**src/rtl/ddr3_phy_pkg.sv**
```systemverilog
// Shared types and constants for the DDR3 lane read-capture path.
package ddr3_phy_pkg;

  // Slip attempts before training gives up (one full 1:8 rotation).
  localparam int SLIP_LIMIT = 8;

  // Width of the programmed read latency.
  localparam int RD_LAT_W = 5;

  typedef enum logic [2:0] {
    ST_IDLE,
    ST_ARM,
    ST_COMPARE,
    ST_SLIP,
    ST_SETTLE,
    ST_LOCKED,
    ST_FAIL
  } rdcap_state_e;

  // Read issue request as seen by the latency pipe.
  typedef struct packed {
    logic                vld;
    logic [RD_LAT_W-1:0] lat;
  } rd_req_t;

endpackage

```
**src/rtl/ddr3_rd_lat_pipe.sv**
```systemverilog
// Read-latency token pipe plus burst-window stretcher.
// A request with latency L drops a token at tap L-1; the token reaches
// tap 0 (arrival) exactly L cycles later. The window is the OR of all
// BURST_CYCLES-long bursts opened by arrivals. Shared with DQS gating.
module ddr3_rd_lat_pipe
  import ddr3_phy_pkg::*;
#(
  parameter int MAX_LAT      = 32,
  parameter int BURST_CYCLES = 1
) (
  input  logic    fab_clk,
  input  logic    arst_n,
  input  rd_req_t req,
  output logic    arrival,
  output logic    window
);

  localparam int TAP_W = $clog2(MAX_LAT);

  logic [MAX_LAT-1:0]  vld_pipe;
  logic [MAX_LAT-1:0]  ins_mask;
  logic [RD_LAT_W-1:0] lat_m1;
  logic [TAP_W-1:0]    tap;

  assign lat_m1 = req.lat - RD_LAT_W'(1);
  assign tap    = TAP_W'(lat_m1);

  // One-hot insertion point for a new token.
  always_comb begin
    ins_mask = '0;
    if (req.vld) ins_mask[tap] = 1'b1;
  end

  // Tokens march toward tap 0 one slot per cycle.
  always_ff @(posedge fab_clk or negedge arst_n) begin
    if (!arst_n) vld_pipe <= '0;
    else         vld_pipe <= {1'b0, vld_pipe[MAX_LAT-1:1]} | ins_mask;
  end

  assign arrival = vld_pipe[0];

  generate
    if (BURST_CYCLES > 1) begin : g_stretch
      localparam int CW = $clog2(BURST_CYCLES);
      logic [CW-1:0] burst_cnt;

      // Remaining burst cycles after the arrival cycle; a new arrival reloads.
      always_ff @(posedge fab_clk or negedge arst_n) begin
        if (!arst_n)                burst_cnt <= '0;
        else if (arrival)           burst_cnt <= CW'(BURST_CYCLES - 1);
        else if (burst_cnt != '0)   burst_cnt <= burst_cnt - CW'(1);
      end

      assign window = arrival | (burst_cnt != '0);
    end else begin : g_direct
      assign window = arrival;
    end
  endgenerate

endmodule

```
**src/rtl/ddr3_lane_rd_capture.sv**
```systemverilog
// Fabric-side read capture for one DDR3 DQ lane.
// Trains 1:8 word alignment by pulsing the IOD bit-slip against a known
// pattern, then gates aligned read bursts using the programmed latency.
// Optional feature: define DDR3_RDCAP_MISMATCH_CNT_EN to count failed
// compares since the last training start (saturating 8-bit).
module ddr3_lane_rd_capture
  import ddr3_phy_pkg::*;
#(
  parameter logic [7:0] TRAIN_PATTERN = 8'hB4,
  parameter int         MAX_LAT       = 32,
  parameter int         BURST_CYCLES  = 1,
  parameter int         SLIP_WAIT     = 4
) (
  input  logic                fab_clk,
  input  logic                arst_n,
  input  logic [7:0]          rx_data,
  input  logic                rd_cmd,
  input  logic [RD_LAT_W-1:0] rd_lat,
  input  logic                train_start,
  output logic                rx_bit_slip,
  output logic [7:0]          rd_data,
  output logic                rd_valid,
  output logic                train_done,
  output logic                train_fail,
  output logic [7:0]          mismatch_cnt
);

  localparam int SW_W = $clog2(SLIP_WAIT + 1);

  rdcap_state_e state;
  logic [3:0]   slip_cnt;
  logic [SW_W-1:0] settle_cnt;
  rd_req_t      req;
  logic         arrival;
  logic         window;

  assign req.vld = rd_cmd;
  assign req.lat = rd_lat;

  ddr3_rd_lat_pipe #(
    .MAX_LAT      (MAX_LAT),
    .BURST_CYCLES (BURST_CYCLES)
  ) u_lat_pipe (
    .fab_clk (fab_clk),
    .arst_n  (arst_n),
    .req     (req),
    .arrival (arrival),
    .window  (window)
  );

  // Capture the lane word inside the read window; hold it otherwise.
  // COMPARE looks at this register, i.e. the word of the arrival cycle.
  always_ff @(posedge fab_clk or negedge arst_n) begin
    if (!arst_n) begin
      rd_data  <= '0;
      rd_valid <= 1'b0;
    end else begin
      if (window) rd_data <= rx_data;
      rd_valid <= window && (state == ST_LOCKED);
    end
  end

  // Alignment training FSM; all outputs registered.
  always_ff @(posedge fab_clk or negedge arst_n) begin
    if (!arst_n) begin
      state       <= ST_IDLE;
      slip_cnt    <= '0;
      settle_cnt  <= '0;
      rx_bit_slip <= 1'b0;
      train_done  <= 1'b0;
      train_fail  <= 1'b0;
    end else begin
      rx_bit_slip <= 1'b0;
      if (train_start) begin
        state      <= ST_ARM;
        slip_cnt   <= '0;
        train_done <= 1'b0;
        train_fail <= 1'b0;
      end else begin
        case (state)
          ST_IDLE: ;
          ST_ARM: begin
            slip_cnt   <= '0;
            train_done <= 1'b0;
            train_fail <= 1'b0;
            if (arrival) state <= ST_COMPARE;
          end
          ST_COMPARE: begin
            if (rd_data == TRAIN_PATTERN) begin
              state      <= ST_LOCKED;
              train_done <= 1'b1;
            end else begin
              state       <= ST_SLIP;
              rx_bit_slip <= 1'b1;
              slip_cnt    <= slip_cnt + 4'd1;
            end
          end
          ST_SLIP: begin
            if (slip_cnt == 4'(SLIP_LIMIT)) begin
              state      <= ST_FAIL;
              train_fail <= 1'b1;
            end else begin
              state      <= ST_SETTLE;
              settle_cnt <= SW_W'(SLIP_WAIT);
            end
          end
          ST_SETTLE: begin
            // Ignore arrivals until the IOD has settled after the slip.
            if (settle_cnt != '0) settle_cnt <= settle_cnt - SW_W'(1);
            else if (arrival)     state      <= ST_COMPARE;
          end
          ST_LOCKED, ST_FAIL: ;
          default: state <= ST_IDLE;
        endcase
      end
    end
  end

`ifdef DDR3_RDCAP_MISMATCH_CNT_EN
  logic [7:0] mis_q;

  // Saturating count of failed compares since the last training start.
  always_ff @(posedge fab_clk or negedge arst_n) begin
    if (!arst_n)
      mis_q <= '0;
    else if (train_start || state == ST_ARM)
      mis_q <= '0;
    else if (state == ST_COMPARE && rd_data != TRAIN_PATTERN && mis_q != 8'hFF)
      mis_q <= mis_q + 8'd1;
  end

  assign mismatch_cnt = mis_q;
`else
  assign mismatch_cnt = 8'h00;
`endif

endmodule

```
**config.mk**
```make
export PLATFORM = sky130hd
export DESIGN_NAME = ddr3_lane_rd_capture
export DESIGN_NICKNAME = d
export VERILOG_FILES = /design/src/rtl/ddr3_phy_pkg.sv /design/src/rtl/ddr3_rd_lat_pipe.sv /design/src/rtl/ddr3_lane_rd_capture.sv
export SDC_FILE = /design/constraint.sdc
export NUM_CORES = 1
export LEC_CHECK = 0
export BUFFER_PORTS_ARGS = -buffer_cell sky130_fd_sc_hd__buf_2
export CORE_UTILIZATION = 30
export DETAILED_ROUTE_END_ITERATION = 6
export GPL_TIMING_DRIVEN = 0
export PLACE_DENSITY = 0.52
export SLEW_MARGIN = 10
export SYNTH_ARGS = -nofsm -noshare
export SYNTH_HDL_FRONTEND = slang
export SYNTH_HIERARCHICAL = 1
export SYNTH_SLANG_ARGS = --single-unit
```
**constraint.sdc**
```tcl
create_clock -name fab_clk -period 1.66 [get_ports fab_clk]
set_clock_uncertainty 0.05 [all_clocks]
set_input_delay 0.249 -clock fab_clk [delete_from_list [all_inputs] [get_ports fab_clk]]
set_output_delay 0.249 -clock fab_clk [all_outputs]
set_load 0.05 [all_outputs]
```
==> results.md, run 1 <==
- TritonCTS clock tree: yes
- Share of layout cells above drive strength 1: 36.1%
- RSZ-0062 raised after global routing: yes
- Synth async-reset ratio: 100%
- Crit-path max FO: 10
- Yosys top cell area share: between 50 and 60%
- Maxcap violations: 0
- Required @ worst endpoint: approximately 1.8 ns
- Layout area overhead: 16.6%
- Period utilization: 93.9%
- Antenna Nets Post-Route: 0
- Dpl hpwl: between 3000 and 4000 µm
- Syn Inst Count: a little over 200
- IO buf count: 27
- Seq. cell area: 1350 µm²
- Rel. slew slack: roughly 55%
- I/O Pins: 37
- Hold Crit Class: in -> reg
- Largest area contributor in the netlist: dfrtp_1
- Cell count of the worst reg-to-reg path: 5
- Worst VDD drop: just over 0.4 mV
- Register bit total from synthesis: 54
- Via density per instance: around 4.7
- GRT Overall Usage: 12.2%
- Die W: about 90 µm
- CTS buffer count: 5
- Clock Root Buffer: clkbuf_8
- Antenna fix cells: 0
- Setup slack after layout: 0.101 ns
- DRC: 0
- Vias in the first global route: 1590
- Area of the multi-input gates: slightly below 1000 µm²
- Yosys cell types: 48
- # H-tree levels: 2
- Die area: 8540 µm²
- Via count: about 1600
- Power Internal: roughly 0.0022 W
- Clock latency on the worst-skew pair: roughly 0.31 ns
- Post-place instance area: 2740 µm²
- Largest net degree at the start of global routing: 55
- Hold Path Depth: 2
- Layout net count: about 270
- Initial antenna violation count: 0
- Die height: between 90 and 100 µm
- Core Rows: 32
- First-pass GRT wire length: around 8100 µm
- Largest cells by area after synthesis: dfrtp_1 55%, a31o_2 7.5%, mux2_2 4.1%, buf_4 3.7%, ha_1 2.0%
- Final hold vios: 0
- Cell area after layout: 2860 µm²
- Clk slew on worst S/H paths: 0.10 ns
- Seq/Total Area, Yosys: 55.1%
- Pre-CTS setup slack: -0.0140 ns
- Core area: ~8000 µm²
- Top FF cell, synth: dfrtp_1
- CTS max path bufs: 2
- Initial DRC Count: 39
- Yosys Warn Count: 6
- Worst hold slack: roughly 0.11 ns
- Switch Pwr: around 0.0012 W
- Avg WL per Cell: between 10 and 15 µm
- Post-Syn Area: roughly 2500 µm²
- Crit path kind: reg -> reg
- Remaining Overflow, GRT: 0
- Reg power frac: 48.3%
- Leakage: 1.34 nW
- Logic pwr share: between 20 and 30%
- Worst Setup End Kind: flip-flop
- Min cycle time layout: roughly 1.6 ns
- Worst Path Arrival: approximately 1.7 ns
- Initial Utilization: 31.4%
- DR pass1 iterations: 4
- Avg Cell Area, Syn: roughly 12 µm²
- FMAX: about 0.64 GHz
- Net Sw Frac: approximately a third
- PD cells: 1180 nW/µm²
- Clock power frac: 22.5%
- GP Congestion: 0.731
- Setup violations, final: 0
- Crit path launch type: flip-flop
- Post-synth EDFFs: 0
- Final slew viol count: 0
- # fillers: roughly 800
- Tightest Pin Transition: ~0.68 ns
- Clock sinks: 54
- Final WL: between 4000 and 5000 µm
- Status: finished, final reports clean
state kept, by name, summed over array words and instances, names as in the netlist:
name and flops:
train_fail 1, slip_cnt 4, settle_cnt 3, train_done 1
rx_bit_slip 1, state 3, rd_valid 1, rd_data 8
u_lat_pipe/vld_pipe 32
repair_timing:
item	4_1_cts	5_1_grt
buffers inserted	0	1
endpoints found under the hold margin	0	54
gates resized for setup	0	4
setup endpoints to repair	0	5
hold buffers	0	1
power groups by stage:
stage / combinational (W) / clock, W / sequential [W]
6_report: 0.000993 / 0.000762 / 0.00164
5_1_grt: 0.00109 / 0.000848 / 0.00167
4_1_cts: 0.000996 / 0.000796 / 0.00164
3_5_place_dp: 0.000995 / 0 / 0.00167
3_3_place_gp: 0.000988 / 0 / 0.00166
2_1_floorplan: 0.000537 / 0 / 0.00189
cells in the final DEF, fill, tap and decap left out, types with 4 or more instances in the layout:
cell	netlist	routed
xnor2_1	4	4
dfrtp_1	54	54
buf_4	12	14
nand2_1	7	7
nand3_1	5	5
a31o_2	21	21
nor2b_1	4	4
nor2_1	12	11
buf_2	1	27
a41o_1	4	4
clkbuf_8	0	5
a21oi_1	5	4
conb_1	1	8
nand2b_1	6	6
a21o_1	4	4
clkbuf_1	8	7
mux2_2	9	9
inv_1	8	8
through the flow:
step / power, W / setup TNS, ns / utilization [%] / instances
2_1_floorplan: 0.00242 / 0 / - / 213
3_3_place_gp: 0.00265 / 0 / 35.1 / 342
3_5_place_dp: 0.00266 / -0.0249 / 35.1 / 342
4_1_cts: 0.00343 / 0 / 36.3 / 350
5_1_grt: 0.00360 / -0.0180 / 36.7 / 351
6_report: 0.00339 / 0 / 36.7 / 351
path summary, 6_finish.rpt:
path                                          from                      end  slack [ns]
max                                       state[2]              slip_cnt[2]        0.10
max reg2reg                               state[2]              slip_cnt[2]        0.10
min in group asynchronous                   arst_n               rd_data[2]        0.45
min reg2reg                u_lat_pipe/vld_pipe[30]  u_lat_pipe/vld_pipe[29]        0.38
max in group asynchronous                   arst_n            settle_cnt[0]        0.66
min                                     rx_data[7]               rd_data[7]        0.11
Yosys cell counts (2+ instances only):
cell	instances
dfrtp_1	54
nand3_1	5
nand2b_1	6
nand2_1	7
o22ai_1	2
xnor2_1	4
a31o_2	21
a211oi_1	3
inv_1	8
a21o_1	4
ha_1	4
a41o_1	4
clkbuf_1	8
nor2_1	12
a31oi_1	2
and3_1	2
buf_4	12
o21bai_1	3
nor2b_1	4
a21oi_1	5
mux2_2	9
routing by layer:
layer / vias up / global-route usage (%) / part of all wire (%)
li1: 805 / - / -
met1: 803 / 17.1 / 48
met2: 33 / 18.1 / 46
met3: 8 / 2.87 / 4.0
met4: 0 / 4.69 / 1.6
met5: - / 0 / 0
worst max-delay path: stages (launching register included):
cell and delay [ns]:
dfrtp_1 0.39, buf_6 0.14, or3b_1 0.41, a211oi_1 0.27, xnor2_1 0.15, nor2_1 0.06
final cells by class:
cell class / instances / area share [%]
repair buffers: 29 / 5.42
well taps: 102 / 4.46
clock buffers: 5 / 2.40
multi-input cells: 129 / 34.0
plain buffers: 21 / 4.63
flip-flops and latches: 54 / 47.2
clock inverters: 3 / 0.831
inverters: 8 / 1.05
kinds of logic (layout without fill, tap and decap cells):
family                     after synthesis  count (layout)  share of synthesized area [%]
other                                    1               8                          0.153
AOI/OAI and AO/OA                       52              52                           17.2
DFF                                     54              54                           55.1
adders and majority gates                4               4                           2.04
muxes                                   10              10                           4.54
buffers and inverters                   30              66                           6.78
xor gates and xnor gates                 4               4                           1.43
and+or+nand+nor                         51              51                           12.7
(Power assumes the default switching activity.)
==> run 2, diff against run 1 <==
--- a/config.mk
+++ b/config.mk
@@ -7,11 +7,11 @@
 export LEC_CHECK = 0
 export BUFFER_PORTS_ARGS = -buffer_cell sky130_fd_sc_hd__buf_2
 export CORE_UTILIZATION = 30
+export CTS_CLUSTER_SIZE = 25
 export DETAILED_ROUTE_END_ITERATION = 6
 export GPL_TIMING_DRIVEN = 0
 export PLACE_DENSITY = 0.52
 export SLEW_MARGIN = 10
 export SYNTH_ARGS = -nofsm -noshare
 export SYNTH_HDL_FRONTEND = slang
-export SYNTH_HIERARCHICAL = 1
 export SYNTH_SLANG_ARGS = --single-unit
==> run 2 against run 1 <==
The flow now finishes with violations (negative setup slack). First-iteration DRC count up 72%. Combinational power up 25%. Cell count down 0.28%. Clock-buffer cell count up 1. Sequential power up 2%. Non-clock buffer count down 4. Total power up 7.5%. Critical path type unchanged. Largest power group unchanged.
==> results.md, run 2 <==
- Status: complete, but fails checks (was finished, final reports clean)
- Failing checks: negative setup slack
- Die height: 92.3 µm (was 92.4 µm)
- Worst R2R Start: rd_data[1] (was state[2])
- Logic pwr share: 34.1% (was 29.3%)
- Clock latency on the worst-skew pair: 0.30 ns (was 0.31 ns)
- Crit-path max FO: 5 (was 10)
- Yosys top cell area share: 55.3% (was 55.1%)
- Met1 Use GR: 16.1% (was 17.1%)
- Hold Path Depth: 2 (unchanged)
- Top cells by count, synth: 54 x dfrtp_1, 16 x o21bai_1, 12 x a21o_1, 10 x nor2_1, 9 x buf_4 (was 54 x dfrtp_1, 21 x a31o_2, 12 x buf_4, 12 x nor2_1, 9 x mux2_2)
- Top FF cell, synth: dfrtp_1 (unchanged)
- DRC: 0 (unchanged)
- Critical Path Source: rd_data[1] (was state[2])
- Pre-CTS setup slack: -0.0782 ns (was -0.0140 ns)
- Avg WL per Cell: 13.4 µm (was 13.1 µm)
- Biggest regs: u_lat_pipe.vld_pipe x32, rd_data x8, slip_cnt x4 (was u_lat_pipe/vld_pipe x32, rd_data x8, slip_cnt x4)
- Final slew viol count: 0 (unchanged)
- RSZ-0062 raised after global routing: yes (unchanged)
- TritonCTS clock tree: yes (unchanged)
- Initial DRC Count: 67 (was 39)
- Switch Pwr: 0.00132 W (was 0.00118 W)
- GRT busiest layer: met2 (unchanged)
- CTS max path bufs: 2 (unchanged)
- Largest cells by area after synthesis: dfrtp_1 55%, o21bai_1 4.9%, a21o_1 3.7%, mux2_2 3.7%, buf_4 2.8% (was dfrtp_1 55%, a31o_2 7.5%, mux2_2 4.1%, buf_4 3.7%, ha_1 2.0%)
- FF-to-FF End: slip_cnt[3] (was slip_cnt[2])
- Crit path kind: reg -> reg (unchanged)
- Via density per instance: 4.67 (was 4.70)
- Via count: 1634 (was 1649)
- Worst Path Arrival: 1.80 ns (was 1.72 ns)
- Top-count cell post-synth: dfrtp_1 (unchanged)
- Period utilization: 101% (was 93.9%)
- CTS buffer count: 5 (unchanged)
- Setup violations, final: 1 (was 0)
- First-pass GRT wire length: 7870 µm (was 8090 µm)
- Remaining Overflow, GRT: 0 (unchanged)
- Post-Syn Area: 2440 µm² (was 2450 µm²)
- Setup slack after layout: -0.0153 ns (was 0.101 ns)
- Cell count of the worst reg-to-reg path: 4 (was 5)
- Dpl hpwl: 3190 µm (was 3090 µm)
- IO buf count: 26 (was 27)
- Clk slew on worst S/H paths: 0.10 ns (about the same)
- Post-route core utilization: 37.0% (was 36.7%)
- Crit path launch type: flip-flop (unchanged)
- Yosys Warn Count: 0 (was 6)
- Clock sinks: 54 (unchanged)
- M3 GR Usage: 2.74% (was 2.87%)
- Layout area overhead: 18.1% (was 16.6%)
- DR pass1 iterations: 4 (unchanged)
- Reg power frac: 46.2% (was 48.3%)
- Yosys cell types: 51 (was 48)
- Post-synth EDFFs: 0 (unchanged)
- Register bit total from synthesis: 54 (unchanged)
- Power Internal: 0.00233 W (was 0.00221 W)
- Largest net degree at the start of global routing: 55 (unchanged)
- Most frequent cells in the layout: 50 x dfrtp_1, 26 x buf_2, 16 x o21bai_1, 13 x buf_4, 12 x a21o_1 (was 54 x dfrtp_1, 27 x buf_2, 21 x a31o_2, 14 x buf_4, 11 x nor2_1)
- GRT Overall Usage: 11.8% (was 12.2%)
- Synth async-reset ratio: 100% (unchanged)
- Cell area after layout: 2890 µm² (was 2860 µm²)
- Antenna Nets Post-Route: 0 (unchanged)
- Clock Root Buffer: clkbuf_8 (unchanged)
- Commonest non-fill, non-tap cell in the layout: dfrtp_1 (unchanged)
- Syn Inst Count: 203 (was 206)
- Maxcap violations: 0 (unchanged)
- Avg Cell Area, Syn: 12.0 µm² (was 11.9 µm²)
- Initial antenna violation count: 0 (unchanged)
- Min cycle time layout: 1.68 ns (was 1.56 ns)
- Worst setup path end: slip_cnt[3] (was slip_cnt[2])
- Worst Setup End Kind: flip-flop (unchanged)
- FMAX: 0.597 GHz (was 0.642 GHz)
- Tightest Pin Transition: 0.686 ns (was 0.676 ns)
- Rel. slew slack: 54.3% (was 54.6%)
- Hold Crit Class: in -> reg (unchanged)
- Worst reg2reg setup slack: -0.02 ns (was 0.10 ns)
- Total Power: 0.00364 W (was 0.00339 W)
- PD cells: 1260 nW/µm² (was 1180 nW/µm²)
- Largest area contributor in the netlist: dfrtp_1 (unchanged)
- Post-place instance area: 2730 µm² (was 2740 µm²)
- M2 GR Usage: 19.0% (was 18.1%)
- I/O Pins: 37 (unchanged)
- Share of layout cells above drive strength 1: 29.8% (was 36.1%)
- Worst VDD drop: 0.497 mV (was 0.405 mV)
- Vias in the first global route: 1622 (was 1590)
- Clock power frac: 19.7% (was 22.5%)
- Leakage: 1.36 nW (was 1.34 nW)
- Seq/Total Area, Yosys: 55.3% (was 55.1%)
- Die W: 92.3 µm (was 92.4 µm)
- Die area: 8510 µm² (was 8540 µm²)
- Final WL: 4700 µm (was 4610 µm)
- Final hold vios: 0 (unchanged)
- Largest register by flop count: u_lat_pipe.vld_pipe (was u_lat_pipe/vld_pipe)
- Initial Utilization: 31.3% (was 31.4%)
- Net Sw Frac: 36.2% (was 34.9%)
- Required @ worst endpoint: 1.79 ns (was 1.82 ns)
- Antenna fix cells: 0 (unchanged)
- Layout net count: 268 (was 269)
- Core Rows: 32 (unchanged)
- # H-tree levels: 2 (unchanged)
- GP Congestion: 0.715 (was 0.731)
- Core area: 7810 µm² (unchanged)
- Largest register FFs: 32 (unchanged)
## run 2: changes by cell type in the layout (fill, tap and decap cells not counted), sizes merged, moves of 5 or more
cell    before  now
a21o         4   12
a31o        21    4
inv          9    4
nor3         0    6
nor3b        1    7
o21bai       3   16
## run 2: worst max-delay path, stage by stage (launching register included)
cell and delay [ns]:
dfrtp_2 0.42, or4b_4 0.60, o311ai_4 0.24, xor2_1 0.17
nor3_1 0.06
## run 2: cells by family after synthesis
| logic type | count (synthesis) | synth area share, % |
|---|---|---|
| other | 1 | 0.153 |
| flip-flops | 54 | 55.3 |
| AO/OA/AOI/OAI | 59 | 18.2 |
| adder cells (fa/ha/maj) | 4 | 2.05 |
| XOR/XNOR | 3 | 1.07 |
| multiplexers | 8 | 3.68 |
| AND/OR/NAND/NOR | 54 | 15.0 |
| buffers and inverters | 20 | 4.50 |
## run 2: power groups by stage
stage | registers, W | clock network, W | logic, W
2_1_floorplan | 0.00194 | 0 | 0.000666
3_3_place_gp | 0.00170 | 0 | 0.00117
3_5_place_dp | 0.00171 | 0 | 0.00118
4_1_cts | 0.00168 | 0.000735 | 0.00122
5_1_grt | 0.00172 | 0.000769 | 0.00136
6_report | 0.00168 | 0.000719 | 0.00124
## run 2: layout make-up
cell class | count | area (µm²)
fill | 791 | 4920
timing repair buffer | 30 | 165
multi-input combinational | 136 | 1040
clock buffer | 6 | 72.6
sequential | 54 | 1360
inverter | 4 | 15.0
buffer | 16 | 96.3
clock inverter | 2 | 10.0
tap | 102 | 128
## run 2: per-stage QoR
stage | setup TNS, ns | hold slack, ns | instances
after floorplan | -0.130 | -0.0966 | 210
final | -0.0153 | 0.119 | 350
after global routing | -0.317 | 0.111 | 350
after global placement | -0.0836 | 0.358 | 338
after CTS | -0.0274 | 0.115 | 347
after detailed placement | -0.194 | 0.366 | 338
## run 2: per-layer routing
layer / vias to the layer above / routed length [µm]
li1: 798 / -
met1: 806 / 2310
met2: 26 / 2230
met3: 4 / 136
met4: 0 / 24
met5: - / 0
## run 2: worst min-delay path by stage
stage	to	slack, ns	startpoint
after floorplan	rd_data[0]	-0.1	arst_n
after global placement	u_lat_pipe.vld_pipe[1]	0.36	u_lat_pipe.vld_pipe[2]
after detailed placement	u_lat_pipe.vld_pipe[26]	0.37	u_lat_pipe.vld_pipe[27]
after CTS	rd_data[4]	0.11	rx_data[4]
after global routing	rd_data[6]	0.11	rx_data[6]
final	rd_data[6]	0.12	rx_data[6]
## run 2: repair_timing
item / 4_1_cts / 5_1_grt
setup endpoints to repair: 4 / 6
hold buffers: 0 / 1
resized for setup: 4 / 4
pin swaps: 1 / 2
endpoints found under the hold margin: 0 / 13
setup buffers: 1 / 2
==> run 3, diff against run 2 <==
--- a/config.mk
+++ b/config.mk
@@ -6,11 +6,13 @@
 export NUM_CORES = 1
 export LEC_CHECK = 0
 export BUFFER_PORTS_ARGS = -buffer_cell sky130_fd_sc_hd__buf_2
+export CELL_PAD_IN_SITES_DETAIL_PLACEMENT = 1
+export CELL_PAD_IN_SITES_GLOBAL_PLACEMENT = 2
 export CORE_UTILIZATION = 30
 export CTS_CLUSTER_SIZE = 25
 export DETAILED_ROUTE_END_ITERATION = 6
 export GPL_TIMING_DRIVEN = 0
-export PLACE_DENSITY = 0.52
+export PLACE_DENSITY = 0.7
 export SLEW_MARGIN = 10
 export SYNTH_ARGS = -nofsm -noshare
 export SYNTH_HDL_FRONTEND = slang
==> run 3 against run 2 <==
The run still ends with negative setup slack left. Sequential share of layout area shrank 0.94 points. Worst hold slack lost 0.012 ns. Register-to-register slack lost 0.02 ns. Non-clock buffer count grew 3. Global-route usage grew 1.4 points. Setup slack lost 0.020 ns. Fmax shrank 1.2%. Sequential power is essentially flat. Total power grew 4.4%. Wire length grew 13%. Largest cell class unchanged.
==> results.md, run 3 (synthesized netlist as in run 2, its figures left out) <==
- Crit path kind: reg -> reg (unchanged)
- Most frequent cells in the layout: 50 x dfrtp_1, 26 x buf_2, 16 x o21bai_1, 16 x buf_4, 12 x a21o_1 (was 50 x dfrtp_1, 26 x buf_2, 16 x o21bai_1, 13 x buf_4, 12 x a21o_1)
- RSZ-0062 raised after global routing: yes (unchanged)
- Power Internal: 0.00243 W (was 0.00233 W)
- First-pass GRT wire length: 8730 µm (was 7870 µm)
- Leakage: 1.39 nW (was 1.36 nW)
- Initial DRC Count: 38 (was 67)
- Remaining Overflow, GRT: 0 (unchanged)
- Setup violations, final: 1 (unchanged)
- Core Rows: 32 (unchanged)
- Final WL: 5300 µm (was 4700 µm)
- Die W: 92.3 µm (unchanged)
- FF-to-FF End: slip_cnt[3] (unchanged)
- Core area: 7810 µm² (unchanged)
- Status: complete, but fails checks (unchanged)
- Tightest Pin Transition: 0.699 ns (was 0.686 ns)
- Total Power: 0.00380 W (was 0.00364 W)
- PD cells: 1290 nW/µm² (was 1260 nW/µm²)
- Crit-path max FO: 5 (unchanged)
- Largest net degree at the start of global routing: 55 (unchanged)
- GRT Overall Usage: 13.2% (was 11.8%)
- Maxcap violations: 0 (unchanged)
- Largest register FFs: 32 (unchanged)
- Die area: 8510 µm² (unchanged)
- Final slew viol count: 0 (unchanged)
- Reg power frac: 44.3% (was 46.2%)
- Clock power frac: 21.8% (was 19.7%)
- I/O Pins: 37 (unchanged)
- Avg WL per Cell: 15.0 µm (was 13.4 µm)
- # fillers: 872 (was 791)
- Layout area overhead: 20.5% (was 18.1%)
- Clock latency on the worst-skew pair: 0.31 ns (was 0.30 ns)
- DRC: 0 (unchanged)
- Post-place instance area: 2730 µm² (unchanged)
- Antenna fix cells: 0 (unchanged)
- Die height: 92.3 µm (unchanged)
- DR pass1 iterations: 3 (was 4)
- Biggest regs: u_lat_pipe.vld_pipe x32, rd_data x8, slip_cnt x4 (unchanged)
- Crit path buf inv count: 0 (unchanged)
- Min cycle time layout: 1.70 ns (was 1.68 ns)
- Cell count along the critical path: 4 (unchanged)
- Final hold vios: 0 (unchanged)
- Initial antenna violation count: 0 (unchanged)
- Initial Utilization: 31.3% (unchanged)
- Layout net count: 271 (was 268)
- Vias in the first global route: 1700 (was 1622)
- Worst reg2reg setup slack: -0.04 ns (was -0.02 ns)
- Hold EP: rd_data[1] (was rd_data[6])
- Via density per instance: 4.78 (was 4.67)
- Setup slack after layout: -0.0356 ns (was -0.0153 ns)
- Critical Path Max Stage Delay: 0.60 ns (about the same)
- Switch Pwr: 0.00138 W (was 0.00132 W)
- Largest register by flop count: u_lat_pipe.vld_pipe (unchanged)
- Via count: 1686 (was 1634)
- Cell area after layout: 2950 µm² (was 2890 µm²)
- Hold Crit Class: in -> reg (unchanged)
- Share of layout cells above drive strength 1: 31.1% (was 29.8%)
- GP Congestion: 0.720 (was 0.715)
- Worst Path Arrival: 1.83 ns (was 1.80 ns)
- Logic pwr share: 33.9% (was 34.1%)
- Clock Root Buffer: clkbuf_8 (unchanged)
- Worst Setup End Kind: flip-flop (unchanged)
- Clk slew on worst S/H paths: 0.10 ns (about the same)
- Critical-path cell list: or4b_4 > o311ai_4 > xor2_1 > nor3_1 (unchanged)
- CTS max path bufs: 2 (unchanged)
- Clock sinks: 54 (unchanged)
- Rel. slew slack: 53.4% (was 54.3%)
- Failing checks: negative setup slack (unchanged)
- Net Sw Frac: 36.2% (about the same)
- Crit-path leading delay family: simple AND/OR/NAND/NOR gates (unchanged)
- FMAX: 0.590 GHz (was 0.597 GHz)
- Antenna Nets Post-Route: 0 (unchanged)
- Crit path launch type: flip-flop (unchanged)
- Commonest non-fill, non-tap cell in the layout: dfrtp_1 (unchanged)
- Worst VDD drop: 0.441 mV (was 0.497 mV)
- IO buf count: 26 (unchanged)
- # H-tree levels: 2 (unchanged)
- CTS buffer count: 5 (unchanged)
- Worst R2R Start: rd_data[3] (was rd_data[1])
- HP Start: rx_data[1] (was rx_data[6])
- Hold Path Depth: 2 (unchanged)
- Period utilization: 102% (was 101%)
- Dpl hpwl: 3580 µm (was 3190 µm)
- Pre-CTS setup slack: -0.0742 ns (was -0.0782 ns)
- Worst path slowest cell: or4b_4 (unchanged)
- Cell count of the worst reg-to-reg path: 4 (unchanged)
- Required @ worst endpoint: 1.79 ns (about the same)
- TritonCTS clock tree: yes (unchanged)
-- run 3: layout make-up --
| type | instances | area, µm² | area share [%] |
|---|---|---|---|
| tap | 102 | 128 | 4.33 |
| buffer | 16 | 95.1 | 3.23 |
| sequential | 54 | 1360 | 46.0 |
| multi-input combinational | 136 | 1060 | 35.9 |
| timing repair buffer | 33 | 188 | 6.37 |
| clock inverter | 1 | 8.76 | 0.297 |
| clock buffer | 7 | 96.3 | 3.27 |
| inverter | 4 | 15.0 | 0.510 |
-- run 3: how the worst max path moves through the flow --
stage	startpoint	end	slack, ns
2_1_floorplan	rd_data[1]	slip_cnt[3]	-0.09
3_3_place_gp	settle_cnt[0]	state[0]	-0.07
3_5_place_dp	settle_cnt[0]	state[0]	-0.07
4_1_cts	settle_cnt[1]	state[1]	0.006
5_1_grt	rd_data[3]	slip_cnt[3]	-0.10
6_report	rd_data[3]	slip_cnt[3]	-0.04
-- run 3: power by group through the flow --
stage | clock, W | combinational [W] | sequential (W)
after floorplan | 0 | 0.000666 | 0.00194
after global placement | 0 | 0.00117 | 0.00170
after detailed placement | 0 | 0.00120 | 0.00171
after CTS | 0.000846 | 0.00125 | 0.00168
after global routing | 0.000894 | 0.00141 | 0.00171
final | 0.000829 | 0.00129 | 0.00168
-- run 3: routing by layer --
layer  routed length [µm]  track usage [%]  up-vias
met3                  122             2.74        7
met5                    0                0        -
li1                     -                -      805
met2                 2650             21.2       18
met1                 2480             18.2      856
met4                   50             3.52        0
-- run 3: timing repair --
item	CTS	global route
hold buffers	0	1
endpoints found under the hold margin	0	22
setup buffers	2	4
gates resized for setup	4	4
setup endpoints to repair	7	8
pin swaps	1	4
cloned	0	0
-- run 3: through the flow --
stage	hold WS, ns	instances	util, %	TNS (ns)
2_1_floorplan	-0.0966	210	-	-0.130
3_3_place_gp	0.358	338	35.0	-0.0829
3_5_place_dp	0.364	338	35.0	-0.133
4_1_cts	0.105	348	36.9	0
5_1_grt	0.104	353	37.7	-0.361
6_report	0.107	353	37.7	-0.0356
